==> config.mk <==
export PLATFORM = sky130hd
export DESIGN_NAME = unified_mem_arbiter
export DESIGN_NICKNAME = d
export VERILOG_FILES = /design/src/rtl/unified_mem_arbiter.sv
export SDC_FILE = /design/constraint.sdc
export NUM_CORES = 1
export LEC_CHECK = 0
export ABC_AREA = 1
export CAP_MARGIN = 20
export CORE_ASPECT_RATIO = 2
export CORE_UTILIZATION = 40
export CTS_BUF_LIST = sky130_fd_sc_hd__clkbuf_8
export CTS_CLUSTER_SIZE = 20
export DETAILED_ROUTE_END_ITERATION = 10
export PLACE_DENSITY = 0.86
export SETUP_SLACK_MARGIN = 0.4
export SLEW_MARGIN = 25
export SYNTH_ARGS = -nofsm -noshare
export SYNTH_HDL_FRONTEND = slang
export SYNTH_SLANG_ARGS = --single-unit
==> constraint.sdc <==
create_clock -name clk -period 2 [get_ports clk]
set_input_delay 0.3 -clock clk [delete_from_list [all_inputs] [get_ports clk]]
set_output_delay 0.3 -clock clk [all_outputs]
set_load 0.1 [all_outputs]
==> src/rtl/unified_mem_arbiter.sv <==
// Shares one single-port memory between instruction fetch and data access.
// Define MEM_ARB_TIMEOUT_EN to abort accesses whose ack never arrives.
module unified_mem_arbiter #(
    parameter int ADDR_W  = 32,
    parameter int DATA_W  = 32,
    parameter int TIMEOUT = 255
) (
    input  logic              clk,
    input  logic              rst,
    input  logic              i_ce,
    input  logic [ADDR_W-1:0] i_addr,
    output logic [DATA_W-1:0] i_rdata,
    output logic              stall_if,
    input  logic              d_re,
    input  logic              d_we,
    input  logic [ADDR_W-1:0] d_addr,
    input  logic [DATA_W-1:0] d_wdata,
    input  logic [3:0]        d_sel,
    output logic [DATA_W-1:0] d_rdata,
    output logic              stall_mem,
    output logic              mem_req,
    output logic              mem_we,
    output logic [ADDR_W-1:0] mem_addr,
    output logic [DATA_W-1:0] mem_wdata,
    output logic [3:0]        mem_sel,
    input  logic [DATA_W-1:0] mem_rdata,
    input  logic              mem_ack,
    output logic              bus_err
);
    typedef enum logic [1:0] { IDLE, DATA, INST } state_t;

    state_t            state;
    state_t            state_nx;
    logic              d_req;
    logic              adv;
    logic              grant_d;
    logic              grant_i;
    logic              done;
    logic              done_d;
    logic              done_i;
    logic              abort;
    logic              i_srv;
    logic              d_srv;
    logic [DATA_W-1:0] rdata_nx;

    assign d_req     = d_re | d_we;
    assign stall_mem = d_req & ~d_srv;
    assign stall_if  = i_ce & ~i_srv;
    assign adv       = ~stall_if & ~stall_mem;

`ifdef MEM_ARB_TIMEOUT_EN
    localparam int CNT_W = $clog2(TIMEOUT + 1);

    logic [CNT_W-1:0] cnt;

    // Abort on the edge where the wait count would reach TIMEOUT.
    assign abort = (state != IDLE) & ~mem_ack &
                   (cnt == CNT_W'(TIMEOUT - 1));

    always_ff @(posedge clk or negedge rst) begin
        if (!rst) begin
            cnt     <= '0;
            bus_err <= 1'b0;
        end else begin
            if (grant_d | grant_i)
                cnt <= '0;
            else if (state != IDLE && !mem_ack)
                cnt <= cnt + 1'b1;
            if (abort)
                bus_err <= 1'b1;
        end
    end
`else
    logic unused_timeout;

    assign unused_timeout = ^TIMEOUT;
    assign abort          = 1'b0;
    assign bus_err        = 1'b0;
`endif

    always_ff @(posedge clk or negedge rst) begin
        if (!rst)
            state <= IDLE;
        else
            state <= state_nx;
    end

    always_comb begin
        state_nx = state;
        grant_d  = 1'b0;
        grant_i  = 1'b0;
        done     = 1'b0;
        unique case (state)
            IDLE: begin
                if (stall_mem) begin
                    grant_d  = 1'b1;
                    state_nx = DATA;
                end else if (stall_if) begin
                    grant_i  = 1'b1;
                    state_nx = INST;
                end
            end
            DATA, INST: begin
                if (mem_ack | abort) begin
                    done     = 1'b1;
                    state_nx = IDLE;
                end
            end
            default: state_nx = IDLE;
        endcase
    end

    assign done_d   = done & (state == DATA);
    assign done_i   = done & (state == INST);
    assign rdata_nx = abort ? '0 : mem_rdata;

    always_ff @(posedge clk or negedge rst) begin
        if (!rst) begin
            mem_req   <= 1'b0;
            mem_we    <= 1'b0;
            mem_addr  <= '0;
            mem_wdata <= '0;
            mem_sel   <= 4'h0;
            i_rdata   <= '0;
            d_rdata   <= '0;
            i_srv     <= 1'b0;
            d_srv     <= 1'b0;
        end else begin
            if (grant_d) begin
                mem_req   <= 1'b1;
                mem_we    <= d_we;
                mem_addr  <= d_addr;
                mem_wdata <= d_wdata;
                mem_sel   <= d_sel;
            end else if (grant_i) begin
                mem_req  <= 1'b1;
                mem_we   <= 1'b0;
                mem_addr <= i_addr;
                mem_sel  <= 4'hF;
            end else if (done) begin
                mem_req <= 1'b0;
                mem_we  <= 1'b0;
            end

            // Served flags outlive the access until the whole pipeline advances.
            if (done_d) begin
                d_srv <= 1'b1;
                if (!mem_we || abort)
                    d_rdata <= rdata_nx;
            end else if (adv) begin
                d_srv <= 1'b0;
            end

            if (done_i) begin
                i_srv   <= 1'b1;
                i_rdata <= rdata_nx;
            end else if (adv) begin
                i_srv <= 1'b0;
            end
        end
    end
endmodule

Word-level counts from Yosys, hierarchy flattened
Index checks and enable logic that the tools add are counted.
{ "totals": {"ff_bits": 138, "latchBits": 0, "ram_bits": 0, "rom_bits": 0, "input_bits": 138, "output_inout_bits": 137, "wordCells": 56, "memories": 0} }
{ "op_classes": {"n_addsub": 0, "n_mul": 0, "div_mod_pow": 0, "magnitude_cmp": 0, "eq_ne": 4, "shifts": 0, "n_mux": 23, "bitwise": 11, "reduce_logical": 8} }
{ "op_table": {"columns": ["cell", "n"], "rows": [
  ["2-to-1 mux 32 bit", 2],
  ["2-to-1 mux 1 bit", 15],
  ["2-to-1 mux 4 bit", 2],
  ["2-to-1 mux 2 bit", 3],
  ["nonzero test 2 bit", 3],
  ["bitwise AND 1 bit", 5],
  ["NOT 1 bit", 5],
  ["one-hot mux 2 bit (2 select lines)", 1],
  ["AND reduction 2 bit", 2],
  ["!= test 3 bit, second input constant", 1],
  ["nonzero test 3 bit", 1],
  ["equality test 2 x 1 -> 1 bit, second input constant", 1],
  ["equality test 2 bit, second input constant", 1],
  ["logical NOT 2 bit", 1],
  ["!= test 2 bit, second input constant", 1],
  ["OR reduction 2 bit", 1],
  ["OR 1 bit", 1]
]} }

Logic depth before layout (Yosys ltp)
Gate-level depths: netlist (run 1).
{ "depth": {"depth_word": 7, "mapped_depth": 9, "depth_no_buf": 7} }

Worst setup path before layout (run 1)
Ideal clock, no wire load.
{ "synth_path": {"kind": "register to register", "startpoint": "reg mem_we", "endpoint": "reg d_rdata[21]", "setup_time_ns": 0.122, "arrival_time_ns": 1.497, "required_ns": 1.878, "path_slack_ns": 0.380, "stages_incl_launch_ff": 6, "path_buffers": 2, "synth_period_minus_slack_ns": 1.620, "cell_sequence": "dfrtp_1 or2_1 buf_6 buf_6 nand2_1 o21ai_2"} }
{ "synth_between": {"elab_chain_cells": 2} }
{ "synth_rtl": {"columns": ["item", "line", "text"], "rows": [
  ["start: declaration", "22", "output logic mem_we,"],
  ["start signal: assignment", "131", "mem_we <= d_we;"],
  ["NOT 1 bit (no source line)", null, null],
  ["AND reduction 2 bit (no source line)", null, null],
  ["end signal: assignment", "149", "d_rdata <= rdata_nx;"],
  ["end: declaration", "19", "output logic [DATA_W-1:0] d_rdata,"]
]} }
No other way between the ends.
A chain may end at the register's enable or synchronous reset.

Worst setup path after layout (run 1)
{ "layout_path": {"startpoint": "reg state[0]", "endpoint": "reg mem_addr[30]"} }
{ "layout_between": {"elab_chain_cells": 3, "word_cells_on_any_way": 5, "classes_between": "3 x mux; 2 x reduce/logical"} }
{ "layout_rtl": {"columns": ["item", "line", "text"], "rows": [
  ["start: declaration", "32", "state_t state;"],
  ["start signal: assignment", "85", "state <= state_nx;"],
  ["logical NOT 2 bit (*)", "93", "unique case (state)"],
  ["2-to-1 mux 1 bit", "93", null],
  ["2-to-1 mux 32 bit or nonzero test 2 bit (tied branches)", null, null],
  ["end signal: assignment", "132", "mem_addr <= d_addr;"],
  ["end signal: assignment", "138", "mem_addr <= i_addr;"],
  ["end: declaration", "23", "output logic [ADDR_W-1:0] mem_addr,"]
]} }
Every way passes the cells marked *; elsewhere a longest branch is shown, timed or not.

==> results.sh, run 1 <==
export IMPL_critical_path_required_ps=2380
export IMPL_timing_final_crit_period_ps=1550
export IMPL_antenna_cells=0
export IMPL_final_period_utilization_pct=77.4
export IMPL_hp_class="in2reg"
export IMPL_drc=0
export IMPL_viasPerCell=4.72
export IMPL_cts_tree="done"
export IMPL_finalSetupTns_ps=0
export IMPL_synthCells=681
export IMPL_start_util_pct=41.2
export IMPL_vias=5511
export IMPL_die_area_sq_mm=0.0155
export IMPL_clk_pin_slew_ps=80
export IMPL_num_rows=62
export IMPL_maxCapViolations=0
export IMPL_areaGrowthSynthToFinish_pct=55.6
export IMPL_rsz0062_at_grt="no"
export IMPL_slew_viol_final=0
export IMPL_fmax_mhz=646
export IMPL_skew_ps=9.60
export IMPL_grt_pass1_vias=5508
export IMPL_synthesis_area_sq_mm=0.00597
export IMPL_critical_path_class="reg2reg"
export IMPL_grt_ovfl_total=0
export IMPL_grt_pass1_wl_mm=27.3
export IMPL_finalSetupViolCount=0
export IMPL_grt_max_degree=66
export IMPL_hold_slack_ps=150
export IMPL_synth_edff_count=0
export IMPL_first_iter_violations=282
export IMPL_synth_top_area_cell="dfrtp_1"
export IMPL_die_w_um=88.4
export IMPL_htree_levels=4
export IMPL_ys_top_cells_by_count="nand2_1 (336), dfrtp_1 (138), inv_1 (42)"
export IMPL_yosysTopAreaCellShare_pct=57.8
export IMPL_crit_path_end_kind="register"
export IMPL_clk_latency_ps=430
export IMPL_detail_route_antenna_nets=0
export IMPL_synth_fp_nets=822
export IMPL_core_area_sq_mm=0.0145
export IMPL_routedWlPerCell_um=15.7
export IMPL_dp_hpwl_mm=12.6
export IMPL_cts_root_buf="clkbuf_8"
export IMPL_io_buffers=273
export IMPL_gp_congestion=0.896
export IMPL_clk_path_buf_depth=2
export IMPL_arrival_ps=1930
export IMPL_cts_buffers=17
export IMPL_syn_avg_cell_area_sq_um=8.77
export IMPL_die_y_um=175
export IMPL_grt_usage_pct=23.5
export IMPL_synth_most_common_cell="nand2_1"
export IMPL_status="finished clean"
export IMPL_fin_nets=1105
export IMPL_crit_path_start_kind="register"
export IMPL_final_layout_size_suffix_gt1_share_pct=25.6
export IMPL_synth_async_reset_ratio_pct=100
export IMPL_synthTopCellsByArea="dfrtp_1 (58%), nand2_1 (21%), o21ai_2 (4.7%)"
export IMPL_final_hold_viol_count=0
export IMPL_synth_seq_cells=138
export IMPL_ys_dominant_reg_cell="dfrtp_1"
export IMPL_synth_cell_types=21
export IMPL_worstPathMaxFanout=10
export IMPL_yosysSeqAreaShare_pct=57.8
export IMPL_first_pass_iters=4
export IMPL_routed_wl_mm=18.3
export IMPL_antenna_found_initial=0
export IMPL_clkSinkCount=138
export IMPL_ys_warn_count=0
export IMPL_io_pin_count=275
==> cell families (layout without fill, tap and decap cells) <==
group | count (synthesis) | after routing | share of synthesized area [%]
AO/OA/AOI/OAI | 71 | 71 | 8.19
other | 1 | 1 | 0.0628
AND/OR/NAND/NOR | 380 | 380 | 25.7
flip-flops | 138 | 138 | 57.8
adder cells (fa/ha/maj) | 3 | 3 | 0.629
buffers and inverters | 88 | 383 | 7.56
==> worst max-delay path, cell delays in order (launching register included) <==
cell and delay [ps]:
dfrtp_1 420, inv_2 90, ha_4 180, buf_12 130, a21boi_4 330, clkbuf_16 230, nand2_1 60, nand2_1 50
==> final cells by class <==
type	count	area, sq um
well taps	192	240
inverters	46	175
fillers	1186	5220
flip-flops and latches	138	3450
clock inverters	10	186
multi-input cells	455	2100
repair buffers	306	2840
clock buffers	21	289
==> routing by layer <==
| metal | wire length [um] | GRT usage, % | vias up |
|---|---|---|---|
| met5 | 0 | 0 | - |
| met4 | 893 | 13.6 | 0 |
| met3 | 885 | 4.96 | 48 |
| met2 | 9870 | 40.7 | 210 |
| met1 | 6690 | 25.6 | 2560 |
| li1 | - | - | 2693 |
==> sequential cells by signal, summed over array words and instances, names as in the netlist <==
signal and flops:
mem_wdata 32, i_srv 1, mem_addr 32, i_rdata 32, state 2, mem_req 1, mem_we 1, d_srv 1
mem_sel 4, d_rdata 32
==> stage by stage <==
step	area [sq um]	worst slack [ps]	utilization (%)	instances
2_1_floorplan	5970	532	-	681
3_3_place_gp	8580	249	59.1	1120
3_5_place_dp	8580	210	59.1	1120
4_1_cts	9090	380	62.7	1153
5_1_grt	9290	400	64.1	1168
6_report	9290	452	64.1	1168
==> cell usage in the layout, fill, tap and decap left out <==
cell type / count
buf_12: 11
nand2_4: 3
dfrtp_2: 1
dfrtp_1: 137
clkbuf_8: 21
nand3_4: 1
a21boi_4: 1
ha_1: 2
clkdlybuf4s50_1: 135
inv_1: 37
buf_6: 3
nand2_1: 335
nand3_1: 2
dlymetal6s2s_1: 1
nand3_2: 1
nand4_1: 33
inv_2: 8
a21oi_1: 4
o21ai_2: 32
inv_4: 1
clkinv_2: 1
conb_1: 1
clkinvlp_4: 3
bufinv_16: 5
o21ai_0: 34
ha_4: 1
inv_6: 1
buf_4: 152
or2_4: 1
nor2_1: 4
clkbuf_16: 3
dlygate4sd3_1: 1
==> final timing paths <==
| check | startpoint | end | slack [ps] | cells after the start |
|---|---|---|---|---|
| setup / recovery | state[0]$_DFFE_PN0P_ | mem_addr[30]$_DFFE_PN0P_ | 450 | 7 |
| hold reg to reg | mem_wdata[19]$_DFFE_PN0N_ | mem_wdata[19]$_DFFE_PN0N_ | 480 | 2 |
| max in group asynchronous | rst | mem_we$_DFFE_PN0P_ | 1070 | 3 |
| min in group asynchronous | rst | mem_addr[3]$_DFFE_PN0P_ | 280 | 2 |
| setup reg to reg | state[0]$_DFFE_PN0P_ | mem_addr[30]$_DFFE_PN0P_ | 450 | 7 |
| hold / removal | d_we | mem_we$_DFFE_PN0P_ | 150 | 3 |
==> repair_timing <==
item | 4_1_cts | 5_1_grt
endpoints found under the hold margin | 110 | 0
resized for setup | 8 | 8
pin swaps | 0 | 2
cloned | 0 | 5
endpoints found under the setup margin | 37 | 61
hold buffers | 1 | 0
setup buffers | 1 | 10
Power of run 1 is left out: the tool's default activity adds up to more than one toggle a clock period on the data nets, which glitch-free logic cannot reach.
==> run 2, diff against run 1 <==
==> constraint.sdc (replaced) <==
create_clock -name clk -period 1.5 [get_ports clk]
set_input_delay 0.225 -clock clk [delete_from_list [all_inputs] [get_ports clk]]
set_output_delay 0.225 -clock clk [all_outputs]
set_load 0.1 [all_outputs]
==> results.sh, run 2 (same netlist as run 1, synthesis figures left out) <==
export IMPL_status="finished, violations left"
export IMPL_violations="setup timing"
export IMPL_critical_path_class="reg2reg"
export IMPL_cp_slowest_cell="dfrtp_1"
export IMPL_clk_path_buf_depth=2
export IMPL_areaGrowthSynthToFinish_pct=129
export IMPL_dp_hpwl_mm=15.6
export IMPL_die_w_um=88.4
export IMPL_vias=7697
export IMPL_placed_area_sq_mm=0.0106
export IMPL_cp_cell_sequence="inv_2, buf_6, ha_4, nand3_4, buf_6, buf_12, nand2_4, nand2_2, nand2_1, nand2_1"
export IMPL_finalSetupViolCount=135
export IMPL_io_pin_count=275
export IMPL_crit_path_start_kind="register"
export IMPL_io_buffers=273
export IMPL_layout_common_cells="nand2_1 (186), buf_12 (152), clkdlybuf4s50_1 (136)"
export IMPL_grt_max_degree=49
export IMPL_die_y_um=175
export IMPL_seq_area_sq_mm=0.00362
export IMPL_slew_viol_final=0
export IMPL_routedWlPerCell_um=29.6
export IMPL_htree_levels=4
export IMPL_worstPathMaxFanout=7
export IMPL_final_period_utilization_pct=119
export IMPL_arrival_ps=2110
export IMPL_start_util_pct=41.2
export IMPL_clkSinkCount=138
export IMPL_reg2regPathDepth=10
export IMPL_crit_start="state[1]$_DFFE_PN0P_"
export IMPL_grt_usage_pct=37.1
export IMPL_fill_cells=380
export IMPL_cts_root_buf="clkbuf_8"
export IMPL_drc=0
export IMPL_crit_path_end_kind="register"
export IMPL_cp_slowest_stage_delay_ps=420
export IMPL_die_area_sq_mm=0.0155
export IMPL_maxCapViolations=0
export IMPL_routed_wl_mm=38.5
export IMPL_rsz0062_at_grt="yes"
export IMPL_skew_ps=20.2
export IMPL_layout_setup_ws_ps=-287
export IMPL_layout_commonest_cell="nand2_1"
export IMPL_gp_congestion=0.841
export IMPL_hp_class="in2async"
export IMPL_num_rows=62
export IMPL_first_pass_iters=5
export IMPL_multi_input_area_sq_mm=0.00313
export IMPL_grt_ovfl_total=0
export IMPL_detail_route_antenna_nets=0
export IMPL_timing_final_crit_period_ps=1790
export IMPL_final_hold_viol_count=0
export IMPL_r2r_start="state[1]$_DFFE_PN0P_"
export IMPL_fin_nets=1232
export IMPL_final_layout_size_suffix_gt1_share_pct=62.6
export IMPL_cts_buffers=17
export IMPL_first_iter_violations=712
export IMPL_fin_area_sq_mm=0.0137
export IMPL_fmax_mhz=560
export IMPL_viasPerCell=5.93
export IMPL_critical_path_required_ps=1820
export IMPL_finalSetupTns_ps=-10660
export IMPL_grt_pass1_wl_mm=41.1
export IMPL_antenna_found_initial=3
export IMPL_core_area_sq_mm=0.0145
export IMPL_clk_pin_slew_ps=110
export IMPL_grt_pass1_vias=7183
export IMPL_fin_util_pct=94.2
export IMPL_cts_tree="done"
export IMPL_clk_latency_ps=500
## run 2: worst paths after layout
path	end	slack (ps)
min	d_rdata[2]$_DFFE_PN0P_	250
min in group clk	mem_wdata[17]$_DFFE_PN0N_	310
max in group asynchronous	d_rdata[5]$_DFFE_PN0P_	590
max	mem_addr[4]$_DFFE_PN0P_	-290
min reg2reg	mem_addr[19]$_DFFE_PN0P_	520
max reg2reg	mem_addr[4]$_DFFE_PN0P_	-290
## run 2: layout make-up
| cell class | count | share of cell area [%] |
|---|---|---|
| Inverter | 46 | 1.41 |
| Timing Repair Buffer | 432 | 44.2 |
| Clock buffer | 17 | 1.71 |
| Sequential cell | 138 | 26.5 |
| Tap cell | 192 | 1.76 |
| Clock inverter | 14 | 1.39 |
| Antenna cell | 3 | 0.0549 |
| Multi-Input combinational cell | 456 | 22.9 |
## run 2: metrics by stage
| step | worst slack, ps | hold WS [ps] | cells |
|---|---|---|---|
| floorplan | 128 | -70.6 | 681 |
| global placement | -172 | 167 | 1133 |
| detailed placement | -226 | 167 | 1133 |
| CTS | 25.8 | 244 | 1230 |
| global route | -317 | 255 | 1298 |
| finish | -287 | 246 | 1298 |
## run 2: timing repair
item,CTS,global route
setup buffers,52,48
gates resized for setup,88,224
cloned,13,17
pin swaps,8,27
setup endpoints to repair,273,274
hold endpoints to repair,35,0
hold buffers,1,0
## run 2: metal layers
layer,global-route usage (%),up-vias,routed length (um)
li1,-,2958,-
met1,37.0,3735,11800
met2,62.2,713,18700
met3,10.4,289,3940
met4,29.5,2,4000
met5,0,-,41
## run 2: critical path, delay by kind of cell, from the launching register on
family                   cells  cell delay (ps)
buffers and inverters        4              530
AND/OR/NAND/NOR              5              500
flip-flops                   1              420
adder cells (fa/ha/maj)      1              170
Power of run 2 is left out for the same reason.
==> run 3, diff against run 2 <==
--- a/config.mk
+++ b/config.mk
@@ -6,7 +6,6 @@
 export NUM_CORES = 1
 export LEC_CHECK = 0
 export ABC_AREA = 1
-export CAP_MARGIN = 20
 export CORE_ASPECT_RATIO = 2
 export CORE_UTILIZATION = 40
 export CTS_BUF_LIST = sky130_fd_sc_hd__clkbuf_8
@@ -18,3 +17,4 @@
 export SYNTH_ARGS = -nofsm -noshare
 export SYNTH_HDL_FRONTEND = slang
 export SYNTH_SLANG_ARGS = --single-unit
+export TNS_END_PERCENT = 20
==> results.sh, run 3 (same netlist as run 1, synthesis figures left out) <==
export IMPL_status="finished, violations left"
export IMPL_violations="setup timing"
export IMPL_fin_util_pct=81.0
export IMPL_cts_tree="done"
export IMPL_clk_latency_ps=480
export IMPL_skew_ps=33.1
export IMPL_core_area_sq_mm=0.0145
export IMPL_io_buffers=273
export IMPL_grt_usage_pct=29.5
export IMPL_critical_path_class="reg2reg"
export IMPL_first_iter_violations=341
export IMPL_r2r_start="state[1]$_DFFE_PN0P_"
export IMPL_worstPathMaxFanout=8
export IMPL_htree_levels=4
export IMPL_crit_start="state[1]$_DFFE_PN0P_"
export IMPL_layout_common_cells="nand2_1 (277), buf_12 (154), clkdlybuf4s50_1 (136)"
export IMPL_arrival_ps=2110
export IMPL_layout_commonest_cell="nand2_1"
export IMPL_gp_congestion=0.810
export IMPL_slew_viol_final=0
export IMPL_fmax_mhz=565
export IMPL_routedWlPerCell_um=21.6
export IMPL_maxCapViolations=0
export IMPL_cp_slowest_stage_delay_ps=380
export IMPL_detail_route_antenna_nets=0
export IMPL_antenna_cells=0
export IMPL_final_layout_size_suffix_gt1_share_pct=35.3
export IMPL_rsz0062_at_grt="yes"
export IMPL_antenna_found_initial=0
export IMPL_grt_ovfl_total=0
export IMPL_num_rows=62
export IMPL_crit_path_end_kind="register"
export IMPL_grt_max_degree=66
export IMPL_routed_wl_mm=25.6
export IMPL_die_area_sq_mm=0.0155
export IMPL_hp_class="in2async"
export IMPL_clk_pin_slew_ps=120
export IMPL_die_w_um=88.4
export IMPL_fin_nets=1124
export IMPL_grt_pass1_wl_mm=33.6
export IMPL_start_util_pct=41.2
export IMPL_critical_path_required_ps=1840
export IMPL_dp_hpwl_mm=14.9
export IMPL_timing_final_crit_period_ps=1770
export IMPL_cts_root_buf="clkbuf_8"
export IMPL_areaGrowthSynthToFinish_pct=96.8
export IMPL_cp_top_family="buffers and inverters"
export IMPL_cts_buffers=17
export IMPL_crit_path_start_kind="register"
export IMPL_first_pass_iters=5
export IMPL_io_pin_count=275
export IMPL_clk_path_buf_depth=2
export IMPL_viasPerCell=5.20
export IMPL_vias=6177
export IMPL_drc=0
export IMPL_crit_buf_inv=3
export IMPL_final_hold_viol_count=0
export IMPL_finalSetupViolCount=72
export IMPL_layout_setup_ws_ps=-271
export IMPL_grt_pass1_vias=6333
export IMPL_clkSinkCount=138
export IMPL_cp_slowest_cell="dfrtp_1"
export IMPL_final_period_utilization_pct=118
export IMPL_die_y_um=175
export IMPL_fill_cells=782
export IMPL_cp_cell_sequence="inv_2, buf_6, ha_4, nand3_4, clkbuf_16, o21ai_1"
run 3: what timing repair did:
action	in CTS	in global routing
buffers inserted	8	3
resized for setup	31	95
setup endpoints to repair	273	273
hold endpoints to repair	38	0
pin swaps	2	7
hold buffers	1	0
cloned	5	11
run 3: routing by layer:
metal | part of all wire, % | vias to the layer above | track usage [%]
met5 | 0 | - | 0
met4 | 7.8 | 0 | 20.2
met3 | 7.0 | 134 | 7.42
met2 | 54 | 358 | 52.7
met1 | 31 | 2943 | 28.5
li1 | - | 2742 | -
run 3: final cells by class:
class                           count  area [sq um]  area share, %
Clock inverter                     14           161           1.37
Timing Repair Buffer              325          5010           42.6
Tap cell                          192           240           2.04
Multi-Input combinational cell    455          2450           20.8
Inverter                           46           180           1.53
Sequential cell                   138          3470           29.5
Clock buffer                       18           248           2.11
run 3: worst reg2reg max path: cells and delay by family, from the launching register on:
| kind | cells | cell delay [ps] |
|---|---|---|
| AOI/OAI and AO/OA | 1 | 280 |
| adders and majority gates | 1 | 280 |
| buffers and inverters | 3 | 480 |
| DFF | 1 | 380 |
| and+or+nand+nor | 1 | 240 |
run 3: final timing paths:
path / slack (ps) / to / depth (start not counted)
max: -270 / i_rdata[10]$_DFFE_PN0P_ / 6
min: 270 / i_rdata[12]$_DFFE_PN0P_ / 2
max reg2reg: -270 / i_rdata[10]$_DFFE_PN0P_ / 6
min reg2reg: 540 / mem_wdata[11]$_DFFE_PN0N_ / 2
max in group asynchronous: 670 / mem_addr[2]$_DFFE_PN0P_ / 3
min in group clk: 300 / mem_wdata[28]$_DFFE_PN0N_ / 3
run 3: metrics by stage:
step	setup WS (ps)	instances	hold WS (ps)	area [sq um]	setup TNS, ps
2_1_floorplan	118	681	-70.6	6090	0
3_3_place_gp	-135	1128	190	10400	-4210
3_5_place_dp	-191	1128	188	10400	-6280
4_1_cts	6.87	1174	270	11200	0
5_1_grt	-309	1188	276	11800	-10640
6_report	-271	1188	267	11800	-4990
Power of run 3 is left out for the same reason.
